### src/rtl/edge_pkg.sv
// Shared types and helpers for the edgegen pulse generator: FSM state encoding,
// idle output level and timer sizing.
package edge_pkg;

  typedef enum logic [1:0] {
    IDLE   = 2'd0,
    ACTIVE = 2'd1,
    GAP    = 2'd2
  } edgegen_state_t;

  function automatic logic idle_level(input int unsigned pos_edge);
    return (pos_edge == 0) ? 1'b1 : 1'b0;
  endfunction

  // Timer must hold the larger of the two reload values (count - 1).
  function automatic int unsigned timer_width(input int unsigned high_cycles,
                                              input int unsigned low_cycles);
    int unsigned m;
    m = (high_cycles > low_cycles) ? high_cycles : low_cycles;
    return $clog2(m + 1);
  endfunction

endpackage

### src/rtl/sat_counter.sv
// Up/down counter that saturates at all-ones, floors at zero, holds on
// simultaneous inc/dec and strobes o_overflow when an increment is dropped.
module sat_counter #(
  parameter int unsigned WIDTH = 4
) (
  input  logic             i_clk,
  input  logic             i_rst,
  input  logic             i_inc,
  input  logic             i_dec,
  output logic [WIDTH-1:0] o_count,
  output logic             o_overflow
);

  logic [WIDTH-1:0] r_count;
  logic             w_at_max;
  logic             w_at_zero;

  assign w_at_max  = &r_count;
  assign w_at_zero = ~|r_count;

  always_ff @(posedge i_clk or posedge i_rst) begin
    if (i_rst) begin
      r_count <= '0;
    end else if (i_inc && !i_dec && !w_at_max) begin
      r_count <= r_count + 1'b1;
    end else if (i_dec && !i_inc && !w_at_zero) begin
      r_count <= r_count - 1'b1;
    end
  end

  assign o_count    = r_count;
  assign o_overflow = i_inc && !i_dec && w_at_max;

endmodule

### src/rtl/edgegen.sv
// Turns single-cycle trigger strobes into fixed-width pulses with a guaranteed
// idle gap, queueing triggers that arrive mid-pulse. Optional macro
// EDGEGEN_OVERFLOW_EN adds a sticky out_overflow flag for dropped triggers.
module edgegen
  import edge_pkg::*;
#(
  parameter int unsigned HIGH_CYCLES  = 4,
  parameter int unsigned LOW_CYCLES   = 4,
  parameter int unsigned PENDING_BITS = 4,
  parameter int unsigned POS_EDGE     = 1
) (
  input  logic                    in_clk,
  input  logic                    in_rst,
  input  logic                    in_trigger,
  output logic                    out_signal,
  output logic                    out_busy,
  output logic [PENDING_BITS-1:0] out_pending
`ifdef EDGEGEN_OVERFLOW_EN
  ,
  output logic                    out_overflow
`endif
);

  localparam int unsigned     TW       = timer_width(HIGH_CYCLES, LOW_CYCLES);
  localparam logic [TW-1:0]   HI_LOAD  = TW'(HIGH_CYCLES - 1);
  localparam logic [TW-1:0]   LO_LOAD  = TW'(LOW_CYCLES - 1);
  localparam logic            IDLE_LVL = idle_level(POS_EDGE);

  edgegen_state_t          r_state;
  edgegen_state_t          w_state_nxt;
  logic [TW-1:0]           r_timer;
  logic [TW-1:0]           w_timer_nxt;
  logic                    r_signal;
  logic                    w_inc;
  logic                    w_dec;
  logic                    w_ovf;
  logic                    w_pend_nz;
  logic [PENDING_BITS-1:0] w_pending;

  assign w_pend_nz = |w_pending;

  // Only a trigger that can start a pulse on its own bypasses the queue.
  assign w_inc = in_trigger && !((r_state == IDLE) && !w_pend_nz);

  sat_counter #(
    .WIDTH(PENDING_BITS)
  ) u_pending (
    .i_clk     (in_clk),
    .i_rst     (in_rst),
    .i_inc     (w_inc),
    .i_dec     (w_dec),
    .o_count   (w_pending),
    .o_overflow(w_ovf)
  );

  always_ff @(posedge in_clk or posedge in_rst) begin
    if (in_rst) begin
      r_state  <= IDLE;
      r_timer  <= '0;
      r_signal <= IDLE_LVL;
    end else begin
      r_state  <= w_state_nxt;
      r_timer  <= w_timer_nxt;
      r_signal <= (w_state_nxt == ACTIVE) ? ~IDLE_LVL : IDLE_LVL;
    end
  end

  always_comb begin
    w_state_nxt = r_state;
    w_timer_nxt = r_timer;
    w_dec       = 1'b0;
    unique case (r_state)
      IDLE: begin
        // A trigger counted in the final gap cycle is replayed from here.
        if (w_pend_nz) begin
          w_state_nxt = ACTIVE;
          w_timer_nxt = HI_LOAD;
          w_dec       = 1'b1;
        end else if (in_trigger) begin
          w_state_nxt = ACTIVE;
          w_timer_nxt = HI_LOAD;
        end
      end
      ACTIVE: begin
        if (r_timer == '0) begin
          w_state_nxt = GAP;
          w_timer_nxt = LO_LOAD;
        end else begin
          w_timer_nxt = r_timer - 1'b1;
        end
      end
      GAP: begin
        if (r_timer == '0) begin
          if (w_pend_nz) begin
            w_state_nxt = ACTIVE;
            w_timer_nxt = HI_LOAD;
            w_dec       = 1'b1;
          end else begin
            w_state_nxt = IDLE;
          end
        end else begin
          w_timer_nxt = r_timer - 1'b1;
        end
      end
      default: begin
        w_state_nxt = IDLE;
        w_timer_nxt = '0;
      end
    endcase
  end

  assign out_signal  = r_signal;
  assign out_busy    = (r_state != IDLE) || w_pend_nz;
  assign out_pending = w_pending;

`ifdef EDGEGEN_OVERFLOW_EN
  logic r_overflow;

  always_ff @(posedge in_clk or posedge in_rst) begin
    if (in_rst) begin
      r_overflow <= 1'b0;
    end else if (w_ovf) begin
      r_overflow <= 1'b1;
    end
  end

  assign out_overflow = r_overflow;
`else
  logic w_ovf_unused;
  assign w_ovf_unused = w_ovf;
`endif

endmodule

### config.mk
export PLATFORM = sky130hd
export DESIGN_NAME = edgegen
export DESIGN_NICKNAME = d
export VERILOG_FILES = /design/src/rtl/edge_pkg.sv /design/src/rtl/sat_counter.sv /design/src/rtl/edgegen.sv
export SDC_FILE = /design/constraint.sdc
export NUM_CORES = 1
export LEC_CHECK = 0
export CELL_PAD_IN_SITES_DETAIL_PLACEMENT = 0
export CELL_PAD_IN_SITES_GLOBAL_PLACEMENT = 1
export CORE_UTILIZATION = 37
export DETAILED_ROUTE_END_ITERATION = 6
export GPL_TIMING_DRIVEN = 0
export PLACE_DENSITY_LB_ADDON = 0.25
export SLEW_MARGIN = 0
export SYNTH_ARGS = -nofsm -noshare
export SYNTH_HDL_FRONTEND = slang
export SYNTH_SLANG_ARGS = --single-unit
### constraint.sdc
create_clock -name in_clk -period 2.1 [get_ports in_clk]
set_input_delay 0.42 -clock in_clk [delete_from_list [all_inputs] [get_ports in_clk]]
set_output_delay 0.42 -clock in_clk [all_outputs]
set_load 0.02 [all_outputs]
==> results.toml, run 1 <==
[min_path]
hold_path_class = "input port to async pin"

[cts]
hold_buffers = 0
tritoncts.num_buffers = 3
insertion_delay_ps = 270
cts_tree = "built"
cts_buffer_depth = 2
cts_max_level = 1
clk_pin_slew_worst_paths_ps = 70
clockRootBuffer = "clkbuf_4"
clock_sinks = 10

[worst_setup_path]
worstSetupStartpoint = "u_pending.o_count[3]"
cp_cell_sequence = "nor4_4, buf_4, o2111ai_4, buf_4, fa_1, xor2_1, mux2_4"
crit_type = "register to register"
start_kind = "register"
worstRegToRegCells = 7
crit_arrival_ps = 2250
ff2ff_setup_slack_ps = 6
worst_ep_required_time_ps = 2260
rr_startpoint = "u_pending.o_count[3]"
cp_common_cell = "buf_4"
crit_path_top_delay_cell = "dfrtp_2"
critPathCaptureType = "register"
r2r-end = "u_pending.o_count[2]"
cpPeakStageDelay_ps = 420
critPathCapture = "u_pending.o_count[2]"
crit_cells = 7
critPathTopFamily = "flip-flops"
crit_fanout = 4
crit_buf_inv = 2

[timing]
min_period_ps = 2090
skew_ps = 5.95
finalSetupViolCount = 0
rsz0062_at_grt = "true"
hold_violations = 0
timing.fmax_ghz = 0.478
fin_crit_sh_pct = 99.7
slew_headroom_pct = 74.0
slew_viol_final = 0
hold_ws_ps = 425
tightestPinTransition_ps = 390

[synth]
yosys.cell_types.count = 29
mappedNetlistArea_um2 = 701
synth_seq_cells = 10
synth_area_leader_cell = "dfrtp_1"
synthFlopType = "dfrtp_1"
synth_top_area_share_pct = 35.7
synth_edf_count = 0
yosys_warnings = 0
synthArstFlopShare_pct = 100
yosysSeqAreaShare_pct = 35.7
syn_nets = 77
synth.area.top_cells = "dfrtp_1 36%, ha_1 14%, mux2_4 4.3%, inv_1 3.8%, xor2_1 3.8%"
avgSynthCellArea_um2 = 10.8
synth_cells = 65

[final_layout]
nNetsFinal = 104
areaGrowthSynthToFinish_pct = 37.9
n_antenna_cell = 0
drive_above_1_share_pct = 38.5
fin_util_pct = 55.3

[route]
drt-total-wl_um = 1480
drt_iter0_drc = 8
via_per_inst = 5.03
vias = 584
wl_per_cell_um = 12.7
drcViolationCount = 0
dr.pass1.iters = 4
ant_nets = 0

[pwr]
seqPwrFrac_pct = 24.0
ir_worst_vdd_v = 0.000910
power.net_switching_mw = 0.682
combPwrFrac_pct = 67.2
p_clk_share_pct = 8.8
p_leak_nw = 0.421
p_per_area_mw_per_mm2 = 1690
finalPower_mw = 1.63
switching_share_pct = 41.8
p_int_mw = 0.949

[floorplanning]
start_util_pct = 40.1
die_w_um = 45.5
ios = 9
row_count = 15
die-height_um = 45.5
core_mm2 = 0.00175
die_area_mm2 = 0.00207

[place]
portBuffers = 8
dpl.hpwl_um = 990
routabilityCongestion = 0.683

[global_routing]
grt_usage_pct = 17.2
antenna_found_initial = 0
grt_pass1_vias = 539
grt_max_degree = 11
grt_pass1_wl_um = 2390
grt_overflow = 0

[flow_run]
maxCapViolCount = 0

[run_status]
status = "finished, final reports clean"
==> registers in the layout (all words and copies together) (netlist names) <==
register           cells
r_state                2
r_timer                3
u_pending.o_count      4
out_signal             1
==> worst register-to-register path, cell delays in order, from the launching register on <==
cell and delay [ps]:
dfrtp_2 420, nor4_4 290, buf_4 170, o2111ai_4 130, buf_4 190, fa_1 370
xor2_1 170, mux2_4 250
==> worst min-delay path by stage <==
stage | start | end | slack (ps) | cells after the start
finish | in_rst | r_timer[0] | 420 | 2
global route | in_rst | r_timer[0] | 470 | 2
global placement | r_timer[1] | r_timer[1] | 470 | 2
floorplan | in_rst | out_signal | 260 | 1
detailed placement | r_timer[1] | r_timer[1] | 470 | 2
CTS | in_rst | r_timer[0] | 450 | 2
==> power groups by stage <==
stage	combinational (mW)	clock (mW)	sequential, mW
2_1_floorplan	0.609	0	0.468
3_3_place_gp	0.866	0	0.427
3_5_place_dp	0.887	0	0.430
4_1_cts	1.06	0.146	0.386
5_1_grt	1.20	0.162	0.403
6_report	1.10	0.144	0.391
==> cells in the mapped netlist, types with 2 or more instances <==
cell type and number:
dfrtp_1 10, nand2_1 4, ha_1 8, xor2_1 3, nand2b_1 3, o31ai_1 2
mux2_4 2, inv_1 7, a21o_1 2, o21ai_0 2, a21oi_1 4
==> cell families (layout without fill, tap and decap cells) <==
family / Yosys count / after routing / synth area share, %
compound gates: 20 / 20 / 21.8
buf+inv: 7 / 33 / 3.75
mux: 2 / 2 / 4.29
flops: 10 / 10 / 35.7
fa+ha+maj: 9 / 9 / 17.1
simple gates: 14 / 14 / 13.6
xor+xnor: 3 / 3 / 3.75
==> metal layers <==
metal | track usage [%] | up-vias | part of all wire, %
li1 | - | 289 | -
met1 | 22.1 | 282 | 50
met2 | 25.1 | 8 | 45
met3 | 5.95 | 5 | 3.2
met4 | 9.09 | 0 | 2.4
met5 | 0 | - | 0
==> metrics by stage <==
stage	std cells	setup slack, ps	area (um^2)	setup TNS [ps]
2_1_floorplan	65	-11.2	718	-11.2
3_3_place_gp	98	-277	830	-464
3_5_place_dp	98	-293	830	-507
4_1_cts	113	-8.90	943	-8.90
5_1_grt	116	-77.9	966	-136
6_report	116	6.43	966	0
==> area by class of cell <==
class,count,area [um^2]
well taps,25,31.3
clock buffers,4,26.3
flip-flops and latches,10,255
fillers,171,779
multi-input cells,48,443
inverters,7,26.3
repair buffers,22,184
==> cell usage in the layout, fill, tap and decap left out, types with 2 or more instances in the layout <==
| cell | instances |
|---|---|
| clkdlybuf4s50_1 | 7 |
| buf_4 | 14 |
| clkbuf_4 | 3 |
| inv_2 | 3 |
| inv_1 | 4 |
| o21ai_0 | 2 |
| o31ai_1 | 2 |
| ha_2 | 3 |
| xor2_1 | 3 |
| a21o_1 | 2 |
| a21oi_1 | 4 |
| nand2_1 | 4 |
| nand2b_1 | 3 |
| ha_1 | 5 |
| dfrtp_2 | 4 |
| mux2_4 | 2 |
| dfrtp_1 | 6 |
==> timing repair <==
| item | in CTS | in global routing |
|---|---|---|
| setup endpoints to repair | 2 | 2 |
| setup buffers | 11 | 3 |
| gates resized for setup | 4 | 3 |
| pin swaps | 4 | 4 |
| cloned | 0 | 0 |
No activity file was read; power rests on OpenSTA's default activity.
==> run 2: changes to the inputs <==
--- a/config.mk
+++ b/config.mk
@@ -5,13 +5,14 @@
 export SDC_FILE = /design/constraint.sdc
 export NUM_CORES = 1
 export LEC_CHECK = 0
+export CAP_MARGIN = 20
 export CELL_PAD_IN_SITES_DETAIL_PLACEMENT = 0
 export CELL_PAD_IN_SITES_GLOBAL_PLACEMENT = 1
 export CORE_UTILIZATION = 37
 export DETAILED_ROUTE_END_ITERATION = 6
 export GPL_TIMING_DRIVEN = 0
 export PLACE_DENSITY_LB_ADDON = 0.25
-export SLEW_MARGIN = 0
+export SLEW_MARGIN = 20
 export SYNTH_ARGS = -nofsm -noshare
 export SYNTH_HDL_FRONTEND = slang
 export SYNTH_SLANG_ARGS = --single-unit
==> results of run 2 <==
Same layout as run 1: the final DEF is identical, and so are final timing and power.
